**config.mk**
```make
export PLATFORM = sky130hd
export DESIGN_NAME = rvv_trap_drain_ctrl_flat
export DESIGN_NICKNAME = d
export VERILOG_FILES = /design/src/rtl/rvv_trap_drain_if.sv /design/src/rtl/rvv_trap_drain_ctrl.sv /design/src/flat_wrapper.sv
export SDC_FILE = /design/constraint.sdc
export NUM_CORES = 1
export LEC_CHECK = 0
export BUFFER_PORTS_ARGS = -buffer_cell sky130_fd_sc_hd__buf_2
export CAP_MARGIN = 20
export CORE_AREA = 5 5 131 133
export DETAILED_ROUTE_END_ITERATION = 10
export DIE_AREA = 0 0 136 138
export PLACE_DENSITY = 0.7
export SLEW_MARGIN = 40
export SYNTH_ARGS = -nofsm -noshare
export SYNTH_HDL_FRONTEND = slang
export SYNTH_SLANG_ARGS = --single-unit
```
**constraint.sdc**
```tcl
create_clock -name clk -period 4.5 [get_ports clk]
set_input_delay 0.225 -clock clk [delete_from_list [all_inputs] [get_ports clk]]
set_output_delay 0.225 -clock clk [all_outputs]
set_load 0.05 [all_outputs]
```
**src/rtl/rvv_trap_drain_if.sv**
```systemverilog
// Trap/drain handshake bundle between the scalar trap port, backend status flags and the drain controller.
interface rvv_trap_drain_if #(
   parameter int unsigned NUM_RT_UOP = 4,
   parameter int unsigned ISSUE_LANE = 2,
   parameter int unsigned VCSR_W     = 64
);
   logic                                 trap_valid_rvs2rvv;
   logic                                 trap_ready_rvv2rvs;
   logic                                 cmdq_stall;
   logic [ISSUE_LANE-1:0]                cmdq_push;
   logic                                 cmd_q_empty;
   logic                                 uop_q_empty;
   logic                                 alu_rs_empty;
   logic                                 mul_rs_empty;
   logic                                 div_rs_empty;
   logic                                 pmtrdt_rs_empty;
   logic                                 lsu_rs_empty;
   logic                                 rob_empty;
   logic [NUM_RT_UOP-1:0]                rob2rt_write_valid;
   logic [NUM_RT_UOP-1:0]                rt2rob_write_ready;
   logic [NUM_RT_UOP-1:0][VCSR_W-1:0]    rob2rt_vcsr;
   logic                                 vcsr_valid;
   logic                                 vcsr_ready;
   logic [VCSR_W-1:0]                    vcsr_data;
   logic                                 drain_timeout;

   modport master (
      output trap_valid_rvs2rvv, cmdq_push, cmd_q_empty, uop_q_empty,
             alu_rs_empty, mul_rs_empty, div_rs_empty, pmtrdt_rs_empty, lsu_rs_empty,
             rob_empty, rob2rt_write_valid, rt2rob_write_ready, rob2rt_vcsr, vcsr_ready,
      input  trap_ready_rvv2rvs, cmdq_stall, vcsr_valid, vcsr_data, drain_timeout
   );

   modport slave (
      input  trap_valid_rvs2rvv, cmdq_push, cmd_q_empty, uop_q_empty,
             alu_rs_empty, mul_rs_empty, div_rs_empty, pmtrdt_rs_empty, lsu_rs_empty,
             rob_empty, rob2rt_write_valid, rt2rob_write_ready, rob2rt_vcsr, vcsr_ready,
      output trap_ready_rvv2rvs, cmdq_stall, vcsr_valid, vcsr_data, drain_timeout
   );
endinterface

```
**src/rtl/rvv_trap_drain_ctrl.sv**
```systemverilog
// Drains the RVV backend on a scalar trap request, acknowledges the trap, then
// offers the vcsr of the youngest retired uop back to the scalar side.
module rvv_trap_drain_ctrl #(
   parameter int unsigned NUM_RT_UOP    = 4,
   parameter int unsigned ISSUE_LANE    = 2,
   parameter int unsigned VCSR_W        = 64,
   parameter int unsigned DRAIN_TIMEOUT = 1024
) (
   input  logic              clk,
   input  logic              rst,
   rvv_trap_drain_if.slave   trap_if
);
   localparam int unsigned CNT_W = $clog2(DRAIN_TIMEOUT) + 1;

   typedef enum logic [1:0] {IDLE, DRAIN, ACK, VCSR} state_e;

   state_e                state_q, state_d;
   logic [CNT_W-1:0]      drain_cnt_q, drain_cnt_d;
   logic [VCSR_W-1:0]     vcsr_cap_q, vcsr_cap_d;
   logic                  timeout_q, timeout_d;
   logic                  stall_q, trap_ready_q, vcsr_valid_q;

   logic [ISSUE_LANE-1:0] push;
   logic [NUM_RT_UOP-1:0] rt_fire;
   logic                  any_fire;
   logic                  all_empty;
   logic                  idle_ok;
   logic [VCSR_W-1:0]     youngest_vcsr;

   assign push     = trap_if.cmdq_push;
   assign rt_fire  = trap_if.rob2rt_write_valid & trap_if.rt2rob_write_ready;
   assign any_fire = |rt_fire;

   assign all_empty = trap_if.cmd_q_empty  & trap_if.uop_q_empty  &
                      trap_if.alu_rs_empty & trap_if.mul_rs_empty &
                      trap_if.div_rs_empty & trap_if.pmtrdt_rs_empty &
                      trap_if.lsu_rs_empty & trap_if.rob_empty;

   // A push or a retire in flight means something is still moving through the backend.
   assign idle_ok = all_empty & (push == '0) & ~any_fire;

   // Ascending scan: the last (highest-index, youngest) firing lane wins.
   always_comb begin
      youngest_vcsr = '0;
      for (int unsigned i = 0; i < NUM_RT_UOP; i++) begin
         if (rt_fire[i]) youngest_vcsr = trap_if.rob2rt_vcsr[i];
      end
   end

   // Next-state, drain counter, timeout and vcsr capture.
   always_comb begin
      state_d     = state_q;
      drain_cnt_d = drain_cnt_q;
      vcsr_cap_d  = vcsr_cap_q;
      timeout_d   = timeout_q;

      case (state_q)
         IDLE: begin
            if (trap_if.trap_valid_rvs2rvv) begin
               state_d     = DRAIN;
               drain_cnt_d = '0;
            end
         end
         DRAIN: begin
            if (idle_ok) begin
               state_d = ACK;
            end else begin
               if (drain_cnt_q != CNT_W'(DRAIN_TIMEOUT)) drain_cnt_d = drain_cnt_q + CNT_W'(1);
               if (drain_cnt_d == CNT_W'(DRAIN_TIMEOUT - 1)) timeout_d = 1'b1;
            end
         end
         ACK:     state_d = VCSR;
         VCSR: begin
            if (trap_if.vcsr_ready) state_d = IDLE;
         end
         default: state_d = IDLE;
      endcase

      // Capture freezes once the trap is acknowledged so the offered vcsr stays stable.
      if (((state_q == IDLE) || (state_q == DRAIN)) && any_fire) vcsr_cap_d = youngest_vcsr;
   end

   always_ff @(posedge clk or posedge rst) begin
      if (rst) begin
         state_q      <= IDLE;
         drain_cnt_q  <= '0;
         vcsr_cap_q   <= '0;
         timeout_q    <= 1'b0;
         stall_q      <= 1'b0;
         trap_ready_q <= 1'b0;
         vcsr_valid_q <= 1'b0;
      end else begin
         state_q      <= state_d;
         drain_cnt_q  <= drain_cnt_d;
         vcsr_cap_q   <= vcsr_cap_d;
         timeout_q    <= timeout_d;
         stall_q      <= (state_d != IDLE);
         trap_ready_q <= (state_d == ACK);
         vcsr_valid_q <= (state_d == VCSR);
      end
   end

   assign trap_if.cmdq_stall         = stall_q;
   assign trap_if.trap_ready_rvv2rvs = trap_ready_q;
   assign trap_if.vcsr_valid         = vcsr_valid_q;
   assign trap_if.vcsr_data          = vcsr_cap_q;
   assign trap_if.drain_timeout      = timeout_q;
endmodule
```
**src/flat_wrapper.sv**
```systemverilog
// flat-port wrapper written by rule: the top's interface ports become plain ports
module rvv_trap_drain_ctrl_flat 
#(
   parameter int unsigned NUM_RT_UOP    = 4,
   parameter int unsigned ISSUE_LANE    = 2,
   parameter int unsigned VCSR_W        = 64,
   parameter int unsigned DRAIN_TIMEOUT = 1024
)
  (clk, rst, trap_if_trap_valid_rvs2rvv, trap_if_cmdq_push, trap_if_cmd_q_empty, trap_if_uop_q_empty, trap_if_alu_rs_empty, trap_if_mul_rs_empty, trap_if_div_rs_empty, trap_if_pmtrdt_rs_empty, trap_if_lsu_rs_empty, trap_if_rob_empty, trap_if_rob2rt_write_valid, trap_if_rt2rob_write_ready, trap_if_rob2rt_vcsr, trap_if_vcsr_ready, trap_if_trap_ready_rvv2rvs, trap_if_cmdq_stall, trap_if_vcsr_valid, trap_if_vcsr_data, trap_if_drain_timeout);
  rvv_trap_drain_if #(.NUM_RT_UOP(NUM_RT_UOP), .ISSUE_LANE(ISSUE_LANE), .VCSR_W(VCSR_W)) trap_if_i ();
  input  logic clk;
  input  logic rst;
  input wire logic [$bits(trap_if_i.trap_valid_rvs2rvv)-1:0] trap_if_trap_valid_rvs2rvv;
  input wire logic [$bits(trap_if_i.cmdq_push)-1:0] trap_if_cmdq_push;
  input wire logic [$bits(trap_if_i.cmd_q_empty)-1:0] trap_if_cmd_q_empty;
  input wire logic [$bits(trap_if_i.uop_q_empty)-1:0] trap_if_uop_q_empty;
  input wire logic [$bits(trap_if_i.alu_rs_empty)-1:0] trap_if_alu_rs_empty;
  input wire logic [$bits(trap_if_i.mul_rs_empty)-1:0] trap_if_mul_rs_empty;
  input wire logic [$bits(trap_if_i.div_rs_empty)-1:0] trap_if_div_rs_empty;
  input wire logic [$bits(trap_if_i.pmtrdt_rs_empty)-1:0] trap_if_pmtrdt_rs_empty;
  input wire logic [$bits(trap_if_i.lsu_rs_empty)-1:0] trap_if_lsu_rs_empty;
  input wire logic [$bits(trap_if_i.rob_empty)-1:0] trap_if_rob_empty;
  input wire logic [$bits(trap_if_i.rob2rt_write_valid)-1:0] trap_if_rob2rt_write_valid;
  input wire logic [$bits(trap_if_i.rt2rob_write_ready)-1:0] trap_if_rt2rob_write_ready;
  input wire logic [$bits(trap_if_i.rob2rt_vcsr)-1:0] trap_if_rob2rt_vcsr;
  input wire logic [$bits(trap_if_i.vcsr_ready)-1:0] trap_if_vcsr_ready;
  output wire logic [$bits(trap_if_i.trap_ready_rvv2rvs)-1:0] trap_if_trap_ready_rvv2rvs;
  output wire logic [$bits(trap_if_i.cmdq_stall)-1:0] trap_if_cmdq_stall;
  output wire logic [$bits(trap_if_i.vcsr_valid)-1:0] trap_if_vcsr_valid;
  output wire logic [$bits(trap_if_i.vcsr_data)-1:0] trap_if_vcsr_data;
  output wire logic [$bits(trap_if_i.drain_timeout)-1:0] trap_if_drain_timeout;
  assign trap_if_i.trap_valid_rvs2rvv = trap_if_trap_valid_rvs2rvv;
  assign trap_if_i.cmdq_push = trap_if_cmdq_push;
  assign trap_if_i.cmd_q_empty = trap_if_cmd_q_empty;
  assign trap_if_i.uop_q_empty = trap_if_uop_q_empty;
  assign trap_if_i.alu_rs_empty = trap_if_alu_rs_empty;
  assign trap_if_i.mul_rs_empty = trap_if_mul_rs_empty;
  assign trap_if_i.div_rs_empty = trap_if_div_rs_empty;
  assign trap_if_i.pmtrdt_rs_empty = trap_if_pmtrdt_rs_empty;
  assign trap_if_i.lsu_rs_empty = trap_if_lsu_rs_empty;
  assign trap_if_i.rob_empty = trap_if_rob_empty;
  assign trap_if_i.rob2rt_write_valid = trap_if_rob2rt_write_valid;
  assign trap_if_i.rt2rob_write_ready = trap_if_rt2rob_write_ready;
  assign trap_if_i.rob2rt_vcsr = trap_if_rob2rt_vcsr;
  assign trap_if_i.vcsr_ready = trap_if_vcsr_ready;
  assign trap_if_trap_ready_rvv2rvs = trap_if_i.trap_ready_rvv2rvs;
  assign trap_if_cmdq_stall = trap_if_i.cmdq_stall;
  assign trap_if_vcsr_valid = trap_if_i.vcsr_valid;
  assign trap_if_vcsr_data = trap_if_i.vcsr_data;
  assign trap_if_drain_timeout = trap_if_i.drain_timeout;
  rvv_trap_drain_ctrl #(.NUM_RT_UOP(NUM_RT_UOP), .ISSUE_LANE(ISSUE_LANE), .VCSR_W(VCSR_W), .DRAIN_TIMEOUT(DRAIN_TIMEOUT)) u_core (.clk(clk), .rst(rst), .trap_if(trap_if_i));
endmodule
```
# Yosys cells after proc, flatten, opt, wreduce, memory -nomap -nowiden
# Index checks and enable logic that the tools add are counted.
dict set report totals {
  ramBits 0
  reg_bits 81
  mem_bits_ro 0
  latch_bits 0
  mem_count 0
  inputBits 278
}
dict set report op_classes {
  reduce_logical 9
  muxes 14
  eq_ne 9
  div 0
  n_shift 0
  n_addsub 1
  order_cmp 0
  multipliers 0
  bitwise_logic 12
}
# op n
set op_table {}
lappend op_table {{$mux 64} 4}
lappend op_table {{$mux 11} 5}
lappend op_table {{$pmux 11 s2} 1}
lappend op_table {{$add 11x1->11 const B} 1}
lappend op_table {{$eq 11x10->1 const B} 1}
lappend op_table {{$ne 11x11->1 const B} 1}
lappend op_table {{$and 1x1->1} 9}
lappend op_table {{$eq 2x2->1 const B} 4}
lappend op_table {{$pmux 2 s4} 1}
lappend op_table {{$mux 2} 3}
lappend op_table {{$reduce_and 3->1} 2}
lappend op_table {{$and 4x4->4} 1}
lappend op_table {{$logic_not 2->1} 2}
lappend op_table {{$ne 2x2->1 const B} 2}
lappend op_table {{$reduce_bool 2->1} 2}
lappend op_table {{$reduce_or 4->1} 1}
lappend op_table {{$eq 2x1->1 const B} 1}
lappend op_table {{$not 1->1} 2}
lappend op_table {{$logic_and 1x1->1} 1}
lappend op_table {{$logic_or 1x1->1} 1}

# Depth between registers and ports, before layout
dict set report depth {
  depth_word 13
  ltp_mapped 8
  ltp_nobuf 6
}

# Least setup slack after synthesis
# No wires, ideal clock.
dict set report synth_timing {
  path_type {reg-to-reg}
  startpoint {reg u_core.drain_cnt_q[1]}
  endpoint {reg u_core.drain_cnt_q[8]}
  arrival_ns 1.528
  stages_incl_launch_ff 6
  t_required_ns 4.410
  path_slack_ns 2.882
  path_cell_list {dfrtp_1 > ha_1 > nand3_1 > or3_1 > or3_1 > o221ai_1}
}
dict set report synth_via {
  elab_chain_len 6
  elab_cells_between_ends 7
  cone_classes {add/sub (1); eq/ne (1); mux (5)}
}
# element line
set synth_lines {}
lappend synth_lines {{from (decl)} rvv_trap_drain_ctrl.sv:18} ;# logic [CNT_W-1:0] drain_cnt_q, drain_cnt_d;
lappend synth_lines {{from (signal assigned)} rvv_trap_drain_ctrl.sv:94} ;# drain_cnt_q <= drain_cnt_d;
lappend synth_lines {{$add 11x1->11 / $ne 11x11->1 (equally long branches)} rvv_trap_drain_ctrl.sv:68} ;# if (drain_cnt_q != CNT_W'(DRAIN_TIMEOUT)) drain_cnt_d = drain_cnt_q + CNT_W'(1);
lappend synth_lines {{$mux 11 (*)} rvv_trap_drain_ctrl.sv:68}
lappend synth_lines {{$mux 11 (*)} rvv_trap_drain_ctrl.sv:65} ;# if (idle_ok) begin
lappend synth_lines {{$mux 11 (*)} rvv_trap_drain_ctrl.sv:57} ;# case (state_q)
lappend synth_lines {{$mux 11 (*)} rvv_trap_drain_ctrl.sv:65}
lappend synth_lines {{$pmux 11 s2 (*)} rvv_trap_drain_ctrl.sv:57}
# Every way passes the cells marked *; elsewhere a longest branch is shown, timed or not. The select of a mux whose other input is x is not followed.
# A chain may end at the register's enable or synchronous reset.

# Worst setup path in the final report
dict set report layout_timing {
  startpoint {in trap_if_rob2rt_write_valid[1]}
  endpoint {reg u_core.drain_cnt_q[6]}
}
dict set report layout_via {
  elab_chain_len 6
}
# element line
set layout_lines {}
lappend layout_lines {{from (decl)} flat_wrapper.sv:23} ;# input wire logic [$bits(trap_if_i.rob2rt_write_valid)-1:0] trap_if_rob2rt_write_valid;
lappend layout_lines {{$and 4x4->4} rvv_trap_drain_ctrl.sv:31} ;# assign rt_fire = trap_if.rob2rt_write_valid & trap_if.rt2rob_write_ready;
lappend layout_lines {{$reduce_or 4->1} rvv_trap_drain_ctrl.sv:32} ;# assign any_fire = |rt_fire;
lappend layout_lines {{$not 1->1} rvv_trap_drain_ctrl.sv:40} ;# assign idle_ok = all_empty & (push == '0) & ~any_fire;
lappend layout_lines {{$and 1x1->1} rvv_trap_drain_ctrl.sv:40}
lappend layout_lines {{$ne 2x2->1 (no source line)} -}
lappend layout_lines {{$reduce_and 3->1 (no source line)} -}
# No other way between the ends.

==> impl_metrics.py <==
metrics = {
    "global_routing": {
        "antenna_found_initial": 0,
        "gr-usage-all-layers_pct": 20.0,
        "gr-total-overflow": 0,
        "grt_pass1_wl_um": 29700,
        "grt_max_degree": 131,
        "grt_pass1_vias": 5733,
    },
    "run_status": {
        "outcome": "completed",
    },
    "worst_setup_path": {
        "rr_worst_depth": 6,
        "crit_end": "u_core.drain_cnt_q[6]",
        "crit_fanout": 130,
        "startpoint": "trap_if_rob2rt_write_valid[1]",
        "cp_top_family": "compound AO/OA/AOI/OAI gates",
        "rrSetupSlack_ps": 2580,
        "crit_buf_inv": 2,
        "cpMaxStageDelayCell": "o311ai_4",
        "cp-start-kind": "primary input",
        "reg2reg_from": "u_core.drain_cnt_q[1]",
        "crit_required_ps": 4780,
        "end_kind": "flop",
        "critPathMaxStageDelay_ps": 570,
        "crit_arrival_ps": 2340,
        "worstSetupPathDepth": 7,
        "timing.rr.end": "u_core.drain_cnt_q[10]",
        "critPathKind": "primary input to flop",
        "path_cells": "buf_2, a22oi_2, buf_12, nand3_2, o311ai_4, and2_1, a21o_1",
    },
    "cells_and_area": {
        "fin_cells": 1153,
        "fin_nets": 1214,
        "drive_gt1_share_pct": 40.8,
        "postLayoutCoreUtil_pct": 48.4,
        "fillers": 1569,
        "area_growth_pct": 39.2,
        "antennaDiodeCount": 0,
    },
    "timing": {
        "fmax_mhz": 484,
        "tightest_slew_ps": 753,
        "tns_ps": 0,
        "hold_ws_ps": 80.3,
        "setup_viol": 0,
        "hold_viol_final": 0,
        "period_minus_slack_ps": 2070,
        "fin_worst_skew_ps": 5.17,
        "finalMaxSlewViolations": 0,
        "rsz0062_at_grt": "false",
        "slew_headroom_pct": 49.8,
        "fin_crit_sh_pct": 45.9,
    },
    "detailed_routing": {
        "initialDrtViolationCount": 335,
        "detail_route.wl_per_cell_um": 16.7,
        "vias_per_cell": 5.00,
        "dr_total_vias": 5767,
        "antenna_left": 0,
        "route.detailed.drc": 0,
        "first_pass_iters": 5,
        "routed_wl_um": 19300,
    },
    "power": {
        "ir_worst_vdd_v": 0.000199,
        "p_total_uw": 2820,
        "leakagePower_uw": 0.00424,
        "power_density_nw_per_um2": 371,
    },
    "clocking": {
        "cts_tree": "yes",
        "postCtsResizedCells": 0,
        "clock_latency_ps": 340,
        "numCtsBuffers": 9,
        "cts.hold.buffers_added": 1,
        "clkTransAtPathRegs_ps": 60,
        "clk_path_buf_depth": 2,
        "htree_levels": 3,
        "clock_sinks": 81,
        "cts_setup_buffers": 0,
        "cts-root-buf": "clkbuf_16",
    },
    "placement": {
        "io_buffers": 345,
        "post-place-cells": 1137,
        "hpwl_um": 14800,
        "gp_congestion": 0.846,
    },
    "synth": {
        "ys_top_cells_by_area": "dfrtp_1 (37%), mux2i_1 (23%), a21oi_1 (6.4%)",
        "syn_avg_cell_area_um2": 8.77,
        "netlist.area_leader.share_pct": 37.1,
        "netlist_area_um2": 5460,
        "synth_cells": 623,
        "synth_largest_area_cell": "dfrtp_1",
        "ys_seq_area_share_pct": 37.1,
        "ys_ff_latch": 81,
        "ys_types": 48,
        "ys_warn_count": 0,
        "syn_nets": 904,
    },
    "hold_path": {
        "min_path_type": "primary input to flop",
    },
    "floorplan": {
        "die_height_um": 138,
        "die_area_um2": 18800,
        "core_area_um2": 15700,
        "io_pins": 346,
        "initial_utilization_pct": 34.8,
        "fp-row-count": 46,
        "die_w_um": 136,
    },
    "job": {
        "max-cap-violations": 0,
    },
}
==> stage by stage <==
step | setup slack [ps] | area (um^2)
finish | 2430 | 7600
global route | 2300 | 7600
CTS | 2490 | 7600
detailed placement | 2130 | 7280
global placement | 2160 | 7280
floorplan | 2190 | 5460
==> layer usage <==
layer / part of all wire, % / wire length [um] / vias up / global-route usage (%)
met2: 49 / 9400 / 239 / 33.3
met3: 7.3 / 1410 / 44 / 4.35
li1: - / - / 2857 / -
met4: 3.9 / 758 / 0 / 9.39
met5: 0 / 0 / - / 0
met1: 40 / 7710 / 2627 / 24.4
==> registers in the layout (all words and copies together), names as in the netlist <==
signal,cells
u_core.state_q,2
u_core.trap_if.drain_timeout,1
u_core.trap_if.vcsr_valid,1
u_core.trap_if.trap_ready_rvv2rvs,1
u_core.trap_if.cmdq_stall,1
u_core.trap_if.vcsr_data,64
u_core.drain_cnt_q,11
==> cells in the final DEF (no fill, tap or decap), types with 3 or more instances in the layout <==
cell / count
inv_1: 9
o21ai_0: 70
nand3_1: 68
nand4_1: 4
a21oi_1: 70
or3_1: 6
nand2_1: 17
buf_4: 6
dfrtp_1: 81
mux2i_1: 128
ha_1: 3
clkbuf_16: 9
nor2_1: 68
buf_2: 345
a21o_1: 4
==> worst min path at each step <==
stage	from	end	cells past startpoint
after floorplan	trap_if_trap_valid_rvs2rvv	u_core.drain_cnt_q[0]	1
after global placement	rst	u_core.trap_if.vcsr_data[2]	2
after detailed placement	rst	u_core.trap_if.vcsr_data[62]	2
after CTS	trap_if_trap_valid_rvs2rvv	u_core.drain_cnt_q[0]	2
after global routing	trap_if_trap_valid_rvs2rvv	u_core.drain_cnt_q[0]	2
final	trap_if_trap_valid_rvs2rvv	u_core.drain_cnt_q[0]	2
==> final cells by class <==
class                      instances  area [um^2]  share of cell area, %
clock buffer                      12          246                   3.24
clock inverter                     3         65.1                  0.856
inverter                          10         38.8                  0.510
multi-input combinational        478         3160                   41.5
sequential                        81         2030                   26.7
tap                              216          270                   3.55
timing repair buffer             353         1800                   23.7
==> Yosys cell counts (all sizes together) <==
cell type,count
nor4,2
buf,37
a22oi,1
a41oi,1
a311oi,1
a31oi,2
a221o,1
or2b,1
a21oi,70
nand4b,1
o22ai,1
nand2,19
o41ai,1
nor3b,1
o21bai,1
o221ai,2
mux2i,128
nor3,2
and2,3
nor4b,1
and4,1
o21ai,71
nand2b,2
ha,3
o31ai,1
a211o,1
nor2,68
nand3,70
a21o,5
xnor2,2
inv,10
clkbuf,17
dfrtp,81
o311ai,1
or2,3
or3,7
nand4,4
==> kinds of logic (layout without fill, tap and decap cells) <==
| group | count (synthesis) | count (layout) | synth area share [%] |
|---|---|---|---|
| simple gates | 185 | 185 | 16.1 |
| compound gates | 160 | 160 | 16.6 |
| mux | 128 | 128 | 23.4 |
| flops | 81 | 81 | 37.1 |
| buf+inv | 64 | 378 | 5.68 |
| fa+ha+maj | 3 | 3 | 0.687 |
| xor+xnor | 2 | 2 | 0.321 |
==> power by group <==
part	leakage [uW]	total (uW)	internal, uW	switching [uW]
Sequential	0.000976	962	855	107
Combinational	0.00311	1080	352	727
Clock	0.000153	781	498	284
Total	0.00424	2820	1700	1120
Note: power is estimated with default switching activity, not from simulation.
